File: config.mk
export PLATFORM = sky130hd
export DESIGN_NAME = tick_timer
export DESIGN_NICKNAME = d
export VERILOG_FILES = /design/src/rtl/tick_timer.sv
export SDC_FILE = /design/constraint.sdc
export NUM_CORES = 1
export LEC_CHECK = 0
export ABC_AREA = 0
export CAP_MARGIN = 25
export CORE_MARGIN = 1
export CORE_UTILIZATION = 60
export DETAILED_ROUTE_END_ITERATION = 6
export DONT_BUFFER_PORTS = 1
export HOLD_SLACK_MARGIN = 0.05
export PLACE_DENSITY_LB_ADDON = 0.12
export SLEW_MARGIN = 20
export SYNTH_ARGS = -nofsm -noshare
export SYNTH_HDL_FRONTEND = slang
export SYNTH_SLANG_ARGS = --single-unit
File: constraint.sdc
create_clock -name clock -period 2.73 [get_ports clock]
set_input_delay 0.546 -clock clock [delete_from_list [all_inputs] [get_ports clock]]
set_output_delay 0.546 -clock clock [all_outputs]
set_load 0.005 [all_outputs]
File: src/rtl/tick_timer.sv
// Programmable down-counting tick timer: one-shot or periodic expiry, sticky irq with ack.
// Optional build macro TICK_TIMER_EDGE_EN counts rising edges of tick instead of high cycles.
module tick_timer #(
   parameter int W = 8
) (
   input  logic         clock,
   input  logic         reset_n,
   input  logic         tick,
   input  logic         load,
   input  logic [W-1:0] period,
   input  logic         periodic,
   input  logic         start,
   input  logic         stop,
   input  logic         ack,
   output logic [W-1:0] count,
   output logic         running,
   output logic         expired,
   output logic         irq
);

   typedef enum logic [1:0] {
      ST_IDLE = 2'd0,
      ST_RUN  = 2'd1,
      ST_DONE = 2'd2
   } state_t;

   localparam logic [W-1:0] ONE  = W'(1);
   localparam logic [W-1:0] ZERO = '0;

   state_t         state_q;
   logic [W-1:0]   count_q;
   logic [W-1:0]   reload_q;
   logic           expired_q;
   logic           irq_q;
   logic           ev_s;
   logic           expiry_s;

`ifdef TICK_TIMER_EDGE_EN
   logic tick_q;

   // Previous tick level for rising-edge detection.
   always_ff @(posedge clock or negedge reset_n) begin
      if (!reset_n) begin
         tick_q <= 1'b0;
      end else begin
         tick_q <= tick;
      end
   end

   assign ev_s = tick & ~tick_q;
`else
   assign ev_s = tick;
`endif

   // stop and start both mask the counted event in the same cycle.
   assign expiry_s = ev_s & ~stop & ~start & (state_q == ST_RUN) & (count_q == ONE);

   // Timer state machine, counter, reload register and flags.
   always_ff @(posedge clock or negedge reset_n) begin
      if (!reset_n) begin
         state_q   <= ST_IDLE;
         count_q   <= ZERO;
         reload_q  <= ZERO;
         expired_q <= 1'b0;
         irq_q     <= 1'b0;
      end else begin
         expired_q <= expiry_s;

         if (load) begin
            reload_q <= period;
         end else begin
            reload_q <= reload_q;
         end

         // Loading while idle also presets the visible count; start below may override it.
         if (load && (state_q == ST_IDLE)) begin
            count_q <= period;
         end else begin
            count_q <= count_q;
         end

         if (stop) begin
            state_q <= ST_IDLE;
         end else if (start) begin
            if (reload_q != ZERO) begin
               count_q <= reload_q;
               state_q <= ST_RUN;
            end else begin
               state_q <= state_q;
            end
         end else if (ev_s && (state_q == ST_RUN)) begin
            if (count_q > ONE) begin
               count_q <= count_q - ONE;
            end else if (periodic && (reload_q != ZERO)) begin
               count_q <= reload_q;
            end else begin
               count_q <= ZERO;
               state_q <= ST_DONE;
            end
         end else begin
            state_q <= state_q;
         end

         if (expiry_s) begin
            irq_q <= 1'b1;
         end else if (ack) begin
            irq_q <= 1'b0;
         end else begin
            irq_q <= irq_q;
         end
      end
   end

   assign count   = count_q;
   assign running = (state_q == ST_RUN);
   assign expired = expired_q;
   assign irq     = irq_q;

endmodule

### Yosys cells after proc, flatten, opt, wreduce, memory -nomap -nowiden

Cells that the tools add are included.

* logic and storage cells: 41
* register bits after elaboration: 20
* input port bits: 16

* reductions and logical operators: 8
* equal/unequal tests: 5
* add/subtract/negate cells: 1
* mux-type cells: 15
* magnitude comparators: 1
* bitwise operators: 6

Operators with widths (number)
* $mux W8: 7
* $mux W2: 6
* $eq A8 B1 Y1 const B: 1
* $gt A8 B1 Y1 const B: 1
* $reduce_bool A8 Y1: 1
* $sub A8 B1 Y8 const B: 1
* $ne A3 B3 Y1 const B: 2
* $and A1 B1 Y1: 4
* $reduce_and A4 Y1: 1
* $logic_and A1 B1 Y1: 3
* $ne A3 B1 Y1 const B: 1
* $reduce_bool A3 Y1: 1
* $eq A2 B1 Y1 const B: 1
* $logic_not A2 Y1: 1
* $mux W1: 2
* $not A1 Y1: 2
* $reduce_bool A2 Y1: 1

### Depth between registers and ports, before layout

* word-level depth: 7
* mapped depth: 6

### Least setup slack after synthesis

Ideal clock, no wire load.

* path type: input port to flip-flop
* start: input port load
* end: register count_q[7] (netlist: count[7])
* required time: 2604 ps
* cell stages on the path: 6
* data arrival time: 1811 ps
* setup slack: 793 ps
* buffers on the path: 2
* path through: buf_2 -> nor3b_1 -> buf_1 -> mux2i_1 -> nor3_1 -> a221o_1

* cells in the longest elaborated chain, start to end: 5
* elaborated cells on any way between the ends: 6
* those cells by class: 5 x mux; 1 x reduce/logical

RTL lines
* from (decl): line 9 `input logic load,`
* $logic_and A1 B1 Y1 *: line 76 `if (load && (state_q == ST_IDLE)) begin`
* $mux W8 *: line 76
* $mux W8, on equally long branches: line 91, 85
* $mux W8: line 84 `end else if (start) begin`
* $mux W8 *: line 82 `if (stop) begin`
* to (signal assigned): line 77 `count_q <= period;`
* to (signal assigned): line 86 `count_q <= reload_q;`
* to (signal assigned): line 93 `count_q <= count_q - ONE;`
* to (decl): line 31 `logic [W-1:0] count_q;`

Mark *: on every way between the ends. The rest lies on a longest branch, timed or not.
A chain may end at the register's enable or synchronous reset.

### Worst setup path in the final report

* start: register count_q[1] (netlist: count[1])
* end: register count_q[1] (netlist: count[1])

* cells in the longest elaborated chain, start to end: 5
* elaborated cells on any way between the ends: 8
* those cells by class: 1 x add/sub; 1 x order compare; 6 x mux

RTL lines
* from (signal assigned): line 77
* from (signal assigned): line 79 `count_q <= count_q;`
* from (signal assigned): line 86
* $sub A8 B1 Y8 / $gt A8 B1 Y1 (equally long branches): line 93, 92
* $mux W8: line 92 `if (count_q > ONE) begin`
* $mux W8: line 91 `end else if (ev_s && (state_q == ST_RUN)) begin`
* $mux W8: line 84
* $mux W8 *: line 82

Marked as above.

==> results.toml <==
[outcome]
run_status = "completed"

[global_routing]
grt_max_degree = 21
grt_remaining_overflow = 0
grt_pass1_vias = 1005
grt.total_usage = 0.292
antenna_found_initial = 0
grt_pass1_wl_um = 4510

[pwr]
p_int_uw = 483
p_leak_nw = 0.534
power.share.clock = 0.194
p_sw_uw = 242
max-vdd-ir-drop_v = 0.000375
power_density_mw_per_mm2 = 553
comb_power_share = 0.273
seqPwrFrac = 0.533
swShare = 0.334

[timing]
worstMarginPinSlew_ps = 709
finClkSkew_ps = 4.17
setup_violations = 0
holdWs_ps = 291
min_period_over_period = 0.817
layout_min_cycle_time_ps = 2230
setup_tns_ps = 0
fmaxAchievable_mhz = 448
finalHoldViolCount = 0
slew_viol_final = 0
slew_headroom = 0.524
rsz0062_at_grt = "false"

[floorplanning]
die_w_um = 47.4
row_count = 16
ios = 27
die-height_um = 47.4
dieArea_mm2 = 0.00225
core_mm2 = 0.00194
start_util = 0.637

[clock_network]
root_buffer = "clkbuf_4"
clk_pin_slew_ps = 110
cts_tree = "done"
htreeDepth = 1
postCtsSetupRepairBufs = 0
cts_buffers = 3
clk_path_buf_depth = 2
clk_latency_ps = 300
clock_sinks = 20

[detailed_routing]
routedWlPerCell_um = 19.0
routed_wl_um = 2820
vias = 975
vias_per_cell = 6.54
drc = 0
drt_iter0_markers = 21
ant_nets = 0
drt-pass1-iter-count = 4

[setup_path]
endpoint_kind = "flop"
startpoint_type = "flop"
path_max_fanout = 10
cp.required_ps = 2950
path_class = "reg2reg"
arrival_ps = 2450

[finish]
final_cell_area_mm2 = 0.00131
area_delta_synth_final_pct = 6.17
multi_input_area_um2 = 693
layout-drive-gt1-share = 0.172
seqCellArea_um2 = 500
final_nets = 142
fill_cells = 164
n_antenna_cell = 0
final_util = 0.676

[logic_synthesis]
ys.flop_type = "dfrtp_1"
ys_seq_area_frac = 0.405
synthDistinctLibCells = 39
ys_ff_latch = 20
netlist_area_mm2 = 0.00124
syn_area_per_cell_um2 = 10.3
synth_area_leaders = "dfrtp_1 (40%), mux2_2 (9.1%), mux2i_1 (8.1%)"
synth_enable_flop_cells = 0
ys_warn_count = 0
synthArstFlopShare = 1.00
synthCells = 120
synth.top_cell.area_share = 0.405
syn_nets = 138
yosys.area.top_type = "dfrtp_1"

[placement]
routabilityCongestion = 0.856
dp_hpwl_um = 2040
numPortBuffers = 0
postPlaceCellArea_mm2 = 0.00126

[run]
maxCapViolations = 0

[hold_path]
hp-class = "in2reg"
==> stage by stage <==
stage               power (mW)  std cells  worst slack (ps)
floorplan                0.537        120               793
global placement         0.568        144               634
detailed placement       0.579        144               543
CTS                      0.723        148               517
global route             0.768        149               360
finish                   0.725        149               498
==> cell usage after synthesis (2+ instances only) <==
| master | instances |
|---|---|
| o31ai_1 | 2 |
| nor2b_1 | 3 |
| nor3b_1 | 2 |
| buf_1 | 3 |
| mux2i_1 | 10 |
| mux2_2 | 10 |
| nor3_1 | 5 |
| a21oi_1 | 3 |
| nand2_1 | 9 |
| or4_1 | 3 |
| o21a_1 | 3 |
| o21ai_0 | 4 |
| a221o_1 | 4 |
| nor2_1 | 5 |
| ha_1 | 2 |
| inv_1 | 6 |
| dfrtp_1 | 20 |
| xnor2_1 | 2 |
| o221ai_1 | 4 |
==> final cells by class <==
class | count | area share
Tap cell | 27 | 0.0257
Sequential cell | 20 | 0.381
Timing Repair Buffer | 4 | 0.0305
Clock buffer | 3 | 0.0172
Inverter | 6 | 0.0172
Multi-Input combinational cell | 89 | 0.528
==> repair_timing <==
action | 4_1_cts | 5_1_grt
hold endpoints to repair | 20 | 0
gates resized for setup | 0 | 0
hold buffers | 1 | 0
==> layer usage <==
metal  global-route usage  wire length (um)  up-vias
met1                0.377              1240      482
met2                0.463              1400       35
met3               0.0615               149        4
met4                0.143                40        0
met5                    0                 0        -
li1                     -                 -      454
==> path summary, 6_finish.rpt <==
kind / slack (ps) / from / cells after the start / to
max: 500 / count[1] / 6 / count[1]
min: 290 / stop / 1 / state_q[0]
max reg2reg: 500 / count[1] / 6 / count[1]
min reg2reg: 530 / irq / 1 / irq
max in group asynchronous: 1760 / reset_n / 2 / count[2]
min in group asynchronous: 560 / reset_n / 1 / expired
==> critical path, cell delays in order, from the launching register on <==
cell	delay [ps]
dfrtp_1	440
inv_1	120
ha_1	250
nor2_1	130
nor4_4	620
mux2_2	410
o221ai_1	180
==> state kept, by name, summed over array words and instances (netlist names) <==
name,count
reload_q,8
state_q,2
expired,1
count,8
irq,1
==> power by group through the flow <==
stage          clock network [mW]  registers [mW]  logic [mW]
3_5_place_dp                    0           0.392       0.187
5_1_grt                     0.157           0.393       0.218
2_1_floorplan                   0           0.374       0.163
6_report                    0.141           0.386       0.198
3_3_place_gp                    0           0.388       0.181
4_1_cts                     0.143           0.385       0.195
==> cell families (layout without fill, tap and decap cells) <==
family | Yosys count | after routing | share of synthesized area
AOI/OAI and AO/OA | 28 | 28 | 0.170
and+or+nand+nor | 37 | 37 | 0.184
DFF | 20 | 20 | 0.405
adders and majority gates | 2 | 2 | 0.0202
muxes | 20 | 20 | 0.172
xor gates and xnor gates | 2 | 2 | 0.0142
buffers and inverters | 11 | 13 | 0.0344
==> cells in the final DEF, fill, tap and decap left out, types with 2 or more instances in the layout <==
cell type	Yosys	final
dfrtp_1	20	20
mux2i_1	10	10
mux2_2	10	10
nand2_1	9	9
inv_1	6	6
nor2_1	5	5
nor3_1	5	5
o21ai_0	4	4
a221o_1	4	4
o221ai_1	4	4
nor2b_1	3	3
a21oi_1	3	3
or4_1	3	3
o21a_1	3	3
clkbuf_4	0	3
nor3b_1	2	2
xnor2_1	2	2
o31ai_1	2	2
ha_1	2	2
buf_4	0	2
No activity file was read; power rests on OpenSTA's default activity.
